$ cat src/rtl/capture_sequencer.sv
// capture_sequencer
//   Sequences the hydrophone capture path. It counts ADC sample strobes,
//   watches the FFT trigger, and after POST_SAMPLES post-trigger samples
//   requests exactly one FRAME_LEN-clock frame from the ring buffer. It then
//   ignores HOLDOFF_SAMPLES samples before re-arming (continuous) or idling.
//
//   Optional build macro: CAPTURE_SEQ_WATCHDOG_EN
//     When defined, POST or HOLDOFF faults after TIMEOUT_CLKS clocks without
//     a sample edge. When undefined, both states wait indefinitely.
//
// Ports
//   clk, reset        system clock; synchronous active-high reset
//   arm, disarm       one-clock control pulses
//   continuous        level: after hold-off re-arm (1) or idle (0)
//   sample_ready      raw SPI data-ready level; one sample per rising edge
//   trigger           FFT trigger level; a rising edge is the event
//   ram_overflow      ring buffer overflow flag
//   send_frame        frame request to the ring buffer
//   frame_index       word index during SEND (0 outside SEND)
//   frame_last        high on the final SEND clock
//   armed/busy/fault  state decodes (busy = POST, SEND or HOLDOFF)
//   state             IDLE=0 ARMED=1 POST=2 SEND=3 HOLDOFF=4 FAULT=5
//   trigger_count     accepted triggers, saturating at 0xFFFF
// All outputs are registered.

module capture_sequencer #(
    parameter int POST_SAMPLES    = 128,
    parameter int FRAME_LEN       = 256,
    parameter int HOLDOFF_SAMPLES = 512,
    parameter int TIMEOUT_CLKS    = 4096
) (
    input  logic                         clk,
    input  logic                         reset,
    input  logic                         arm,
    input  logic                         disarm,
    input  logic                         continuous,
    input  logic                         sample_ready,
    input  logic                         trigger,
    input  logic                         ram_overflow,
    output logic                         send_frame,
    output logic [$clog2(FRAME_LEN)-1:0] frame_index,
    output logic                         frame_last,
    output logic                         armed,
    output logic                         busy,
    output logic                         fault,
    output logic [2:0]                   state,
    output logic [15:0]                  trigger_count
);

    typedef enum logic [2:0] {
        S_IDLE    = 3'd0,
        S_ARMED   = 3'd1,
        S_POST    = 3'd2,
        S_SEND    = 3'd3,
        S_HOLDOFF = 3'd4,
        S_FAULT   = 3'd5
    } state_t;

    localparam int IW   = $clog2(FRAME_LEN);
    localparam int SMAX = (POST_SAMPLES > HOLDOFF_SAMPLES) ? POST_SAMPLES : HOLDOFF_SAMPLES;
    localparam int CW   = (SMAX > 0) ? $clog2(SMAX + 1) : 1;

    localparam logic [CW-1:0] POST_LAST  = CW'(POST_SAMPLES);
    localparam logic [CW-1:0] HOLD_LAST  = CW'(HOLDOFF_SAMPLES);
    localparam logic [IW-1:0] INDEX_LAST = IW'(FRAME_LEN - 1);

    if (FRAME_LEN < 2 || (FRAME_LEN & (FRAME_LEN - 1)) != 0 || TIMEOUT_CLKS < 1) begin : g_param_check
        $error("capture_sequencer: FRAME_LEN must be a power of two >= 2 and TIMEOUT_CLKS >= 1");
    end

    state_t          state_q, state_n;
    logic            sample_q, sample_d, trig_q, trig_d;
    logic            sample_edge, trig_edge;
    logic [CW-1:0]   sample_cnt, cnt_n, cnt_inc;
    logic [IW-1:0]   index_n;
    logic [15:0]     tcount_n;
    logic            stop_q, stop_n;   // disarm seen during SEND: finish, then idle

`ifdef CAPTURE_SEQ_WATCHDOG_EN
    localparam int            WW      = $clog2(TIMEOUT_CLKS + 1);
    localparam logic [WW-1:0] WD_LAST = WW'(TIMEOUT_CLKS);
    logic [WW-1:0] wd_cnt, wd_n, wd_inc;
`endif

    // Inputs are registered once; an edge is the registered value rising
    // relative to its own previous cycle.
    assign sample_edge = sample_q & ~sample_d;
    assign trig_edge   = trig_q & ~trig_d;
    assign state       = state_q;

    // NOTE: every signal written here gets a default first so no path can
    // leave it unassigned and infer a latch.
    always_comb begin
        state_n  = state_q;
        cnt_n    = sample_cnt;
        cnt_inc  = sample_cnt + CW'(1);
        index_n  = '0;
        tcount_n = trigger_count;
        stop_n   = stop_q;
`ifdef CAPTURE_SEQ_WATCHDOG_EN
        wd_n     = '0;
        wd_inc   = wd_cnt + WW'(1);
`endif
        if (ram_overflow && state_q != S_IDLE) begin
            state_n = S_FAULT;
            stop_n  = 1'b0;
        end else if (disarm && state_q != S_SEND) begin
            state_n = S_IDLE;
            stop_n  = 1'b0;
        end else begin
            case (state_q)
                S_IDLE: begin
                    if (arm) state_n = S_ARMED;
                end
                S_FAULT: begin
                    if (arm) begin
                        state_n  = S_ARMED;
                        cnt_n    = '0;
                        tcount_n = '0;
                    end
                end
                S_ARMED: begin
                    // A sample edge coinciding with the trigger is not counted:
                    // the count restarts from zero on entry to POST.
                    if (trig_edge) begin
                        tcount_n = (trigger_count == 16'hFFFF) ? trigger_count
                                                               : trigger_count + 16'd1;
                        cnt_n    = '0;
                        state_n  = (POST_SAMPLES == 0) ? S_SEND : S_POST;
                    end
                end
                S_POST: begin
                    if (sample_edge) begin
                        cnt_n = cnt_inc;
                        if (cnt_inc == POST_LAST) state_n = S_SEND;
                    end
`ifdef CAPTURE_SEQ_WATCHDOG_EN
                    else if (wd_inc == WD_LAST) state_n = S_FAULT;
                    else wd_n = wd_inc;
`endif
                end
                S_SEND: begin
                    if (disarm) stop_n = 1'b1;
                    if (frame_index == INDEX_LAST) begin
                        cnt_n  = '0;
                        stop_n = 1'b0;
                        if (stop_q || disarm)      state_n = S_IDLE;
                        else if (HOLDOFF_SAMPLES == 0) state_n = continuous ? S_ARMED : S_IDLE;
                        else                        state_n = S_HOLDOFF;
                    end else begin
                        index_n = frame_index + IW'(1);
                    end
                end
                S_HOLDOFF: begin
                    if (sample_edge) begin
                        cnt_n = cnt_inc;
                        if (cnt_inc == HOLD_LAST) state_n = continuous ? S_ARMED : S_IDLE;
                    end
`ifdef CAPTURE_SEQ_WATCHDOG_EN
                    else if (wd_inc == WD_LAST) state_n = S_FAULT;
                    else wd_n = wd_inc;
`endif
                end
                default: state_n = S_IDLE;
            endcase
        end
    end

    // NOTE: state is updated with non-blocking assignments so every flop
    // samples pre-edge values regardless of statement order.
    always_ff @(posedge clk) begin
        if (reset) begin
            state_q       <= S_IDLE;
            sample_q      <= 1'b0;
            sample_d      <= 1'b0;
            trig_q        <= 1'b0;
            trig_d        <= 1'b0;
            sample_cnt    <= '0;
            stop_q        <= 1'b0;
            trigger_count <= '0;
            frame_index   <= '0;
            send_frame    <= 1'b0;
            frame_last    <= 1'b0;
            armed         <= 1'b0;
            busy          <= 1'b0;
            fault         <= 1'b0;
`ifdef CAPTURE_SEQ_WATCHDOG_EN
            wd_cnt        <= '0;
`endif
        end else begin
            state_q       <= state_n;
            sample_q      <= sample_ready;
            sample_d      <= sample_q;
            trig_q        <= trigger;
            trig_d        <= trig_q;
            sample_cnt    <= cnt_n;
            stop_q        <= stop_n;
            trigger_count <= tcount_n;
            frame_index   <= index_n;
            send_frame    <= (state_n == S_SEND);
            frame_last    <= (state_n == S_SEND) && (index_n == INDEX_LAST);
            armed         <= (state_n == S_ARMED);
            busy          <= (state_n == S_POST) || (state_n == S_SEND) || (state_n == S_HOLDOFF);
            fault         <= (state_n == S_FAULT);
`ifdef CAPTURE_SEQ_WATCHDOG_EN
            wd_cnt        <= wd_n;
`endif
        end
    end

endmodule

$ cat config.mk
export PLATFORM = sky130hd
export DESIGN_NAME = capture_sequencer
export DESIGN_NICKNAME = d
export VERILOG_FILES = /design/src/rtl/capture_sequencer.sv
export SDC_FILE = /design/constraint.sdc
export NUM_CORES = 1
export LEC_CHECK = 0
export ABC_CLOCK_PERIOD_IN_PS = 5500
export BUFFER_PORTS_ARGS = -buffer_cell sky130_fd_sc_hd__clkbuf_2
export CORE_MARGIN = 4
export CORE_UTILIZATION = 30
export CTS_CLUSTER_SIZE = 28
export DETAILED_ROUTE_END_ITERATION = 8
export GPL_ROUTABILITY_DRIVEN = 0
export PLACE_DENSITY = 0.58
export SLEW_MARGIN = 20
export SYNTH_ARGS = -nofsm -noshare
export SYNTH_HDL_FRONTEND = slang
export SYNTH_SLANG_ARGS = --single-unit
$ cat constraint.sdc
create_clock -name clk -period 5.5 [get_ports clk]
set_input_delay 0.275 -clock clk [delete_from_list [all_inputs] [get_ports clk]]
set_output_delay 0.275 -clock clk [all_outputs]
set_load 0.05 [all_outputs]
==> impl_metrics.yaml <==
drt:
  routedWlPerCell_um: 12.8
  routed_wl_mm: 5.61
  drc: 0
  vias: 2173
  dr.pass1.iters: 4
  drt_iter0_markers: 71
  drt-vias-per-instance: 4.97
  ant_nets: 0
power:
  peakVddDrop_mv: 0.106
  total_power_uw: 661
  power.leakage_uw: 0.00103
  p_per_area_nw_per_um2: 234
sta:
  skew_ns: 0.0101
  fin_crit_ns: 2.37
  drv_slew: 0
  tightest_slew_ns: 0.609
  clock.fmax_mhz: 421
  timing.hold.ws_ns: 0.186
  fin_crit_sh: 0.431
  relSlewSlack: 0.588
  hold_viol_final: 0
  rsz0062_at_grt: "false"
  tns_ns: 0
  final-setup-viol-count: 0
clock_network:
  cts_made_buffers: 5
  cts-resized-gates: 0
  cts.path.max_buffers: 2
  clk_pin_slew_worst_paths_ns: 0.09
  cts-root-buf: "clkbuf_8"
  htree_levels: 2
  ctsHoldBuffers: 0
  cts_setup_buffers: 0
  cts_sinks: 47
  clk_latency_ns: 0.30
  cts_tree: "built"
yosys:
  syn_nets: 308
  syn_area_um2: 2430
  yosysSeqAreaShare: 0.388
  synthFlopType: "dfxtp_1"
  yosys_warnings: 0
  ys_ff_latch: 47
  synth_cell_types: 45
  synthCells: 297
  synth_area_per_cell_um2: 8.17
  async_flop_share: 0
  synth_edf_count: 0
run_status:
  status: "finished, final reports clean"
worst_setup_path:
  rr_endpoint: "trigger_count[9]"
  r2r_start: "state[2]"
  worstSetupEndpointType: "flip-flop"
  ff2ff_setup_slack_ns: 3.13
  path_max_fanout: 17
  cp-start-kind: "flip-flop"
  cp.arrival_ns: 2.60
  crit_type: "flip-flop to flip-flop"
  critical_path_required_ns: 5.73
  r2r_cells: 5
global_routing:
  grt_max_degree: 19
  grt_first_pass_wirelength_mm: 9.58
  grt_pass1_vias: 2029
  grt_overflow: 0
  grtUsageMet3: 0.0300
  grt_antenna_before_repair: 0
  grt_use_total: 0.120
  met2_usage: 0.176
  busiest_layer: "met2"
  use_met1: 0.169
floorplanning:
  rows: 32
  core_um2: 7810
  dieWidth_um: 97.9
  die_area_um2: 9590
  io_pins: 40
  start_util: 0.311
  die_y_um: 97.9
finish:
  drive_above_1_share: 0.164
  finish.instance_area_um2: 2830
  area_delta_synth_final_pct: 16.6
  antenna_cells: 0
  fill_cells: 840
  final_net_count: 345
placement:
  io_buffers: 39
  placed_cell_area_um2: 2720
  dp_hpwl_mm: 4.05
min_path:
  min_path_cells: 2
  whs_endpoint: "sample_q"
  hp-class: "input port to flip-flop"
  hold_start: "sample_ready"
run:
  maxCapViolations: 0
[report_power, final]
part	leakage (µW)	total, µW	internal (µW)	switching (µW)
combinational	0.000592	54.5	16.6	37.9
clock	0.0000581	256	135	120
sequential	0.000380	351	345	6.31
[per-stage QoR]
stage / utilization / std cells / setup WS [ns]
after floorplan: - / 297 / 3.16
after global placement: 0.348 / 429 / 3.17
final: 0.362 / 437 / 3.13
after detailed placement: 0.348 / 429 / 3.14
after global routing: 0.362 / 437 / 2.86
after CTS: 0.362 / 437 / 3.12
[cell usage after synthesis, types with 2 or more instances]
cell | n | area share
and2_1 | 8 | 0.021
and3_1 | 8 | 0.021
and4_1 | 5 | 0.018
nand2b_1 | 5 | 0.013
nor2_1 | 36 | 0.056
nor3_1 | 11 | 0.023
nand3b_1 | 2 | 0.0062
xnor2_1 | 11 | 0.040
nand3_1 | 17 | 0.035
nor3b_1 | 5 | 0.015
nor2b_1 | 6 | 0.015
a32o_1 | 7 | 0.029
ha_1 | 3 | 0.015
o211ai_1 | 2 | 0.0062
o21bai_1 | 4 | 0.012
nor4_1 | 2 | 0.0052
nand4_1 | 7 | 0.018
inv_1 | 7 | 0.011
and3b_1 | 2 | 0.0072
dfxtp_1 | 47 | 0.39
xor2_1 | 7 | 0.025
clkbuf_1 | 9 | 0.014
nand2_1 | 29 | 0.045
a21oi_1 | 12 | 0.025
o21ai_0 | 20 | 0.041
or2_2 | 2 | 0.0052
or3_1 | 5 | 0.013
[worst max-delay path, cell delays in order (launching register included)]
cell       delay [ns]
dfxtp_1          0.49
or3b_4           0.49
a2111oi_4        0.50
o2111ai_2        0.31
or3_1            0.38
a21oi_1          0.14
[sequential cells by signal, summed over array words and instances (netlist names)]
| name | flops |
|---|---|
| sample_d | 1 |
| frame_last | 1 |
| state | 3 |
| trig_d | 1 |
| trigger_count | 16 |
| sample_q | 1 |
| frame_index | 8 |
| armed | 1 |
| trig_q | 1 |
| stop_q | 1 |
| sample_cnt | 10 |
| busy | 1 |
| send_frame | 1 |
| fault | 1 |
[routing by layer]
metal / wire length [µm] / up-vias
li1: - / 1144
met4: 68 / 0
met5: 0 / -
met3: 287 / 4
met2: 2410 / 44
met1: 2840 / 981
[layout make-up]
cell class / count / area, µm² / area share
clock inverters: 3 / 43.8 / 0.0155
repair buffers: 39 / 195 / 0.0690
clock buffers: 5 / 68.8 / 0.0243
well taps: 102 / 128 / 0.0451
multi-input cells: 234 / 1430 / 0.504
inverters: 7 / 26.3 / 0.00929
flip-flops and latches: 47 / 941 / 0.333
[cell families (layout without fill, tap and decap cells)]
group,count (synthesis),count (layout),synth area share
compound gates,56,56,0.163
xor+xnor,18,18,0.0650
fa+ha+maj,3,3,0.0155
buf+inv,16,54,0.0248
flops,47,47,0.388
mux,1,1,0.00413
simple gates,156,156,0.340
[worst max path at each step]
stage / startpoint / endpoint / slack [ns]
after detailed placement: state[2] / trigger_count[15] / 3.14
final: state[2] / trigger_count[9] / 3.13
after global routing: state[2] / fault / 2.86
after CTS: state[2] / trigger_count[15] / 3.12
after floorplan: frame_index[0] / sample_cnt[2] / 3.16
after global placement: state[2] / trigger_count[13] / 3.17
[layout by cell type (no fill, tap or decap), drive strengths merged, types with 2 or more instances in the layout]
master,Yosys,final
inv,7,7
nand3b,2,2
and3,8,8
clkinv,0,2
nand2b,5,5
nand2,29,29
a21oi,12,12
or3,5,5
ha,3,3
nor2,36,36
nand3,17,17
dfxtp,47,47
nor3,12,12
and2,8,8
clkbuf,9,44
xnor2,11,11
or2,2,2
o21ai,20,20
nor4,2,2
o21bai,4,4
o211ai,2,2
nand4,7,7
xor2,7,7
and3b,2,2
nor2b,6,6
and4,5,5
nor3b,5,5
a32o,7,7
No activity file was read; power rests on OpenSTA's default activity.
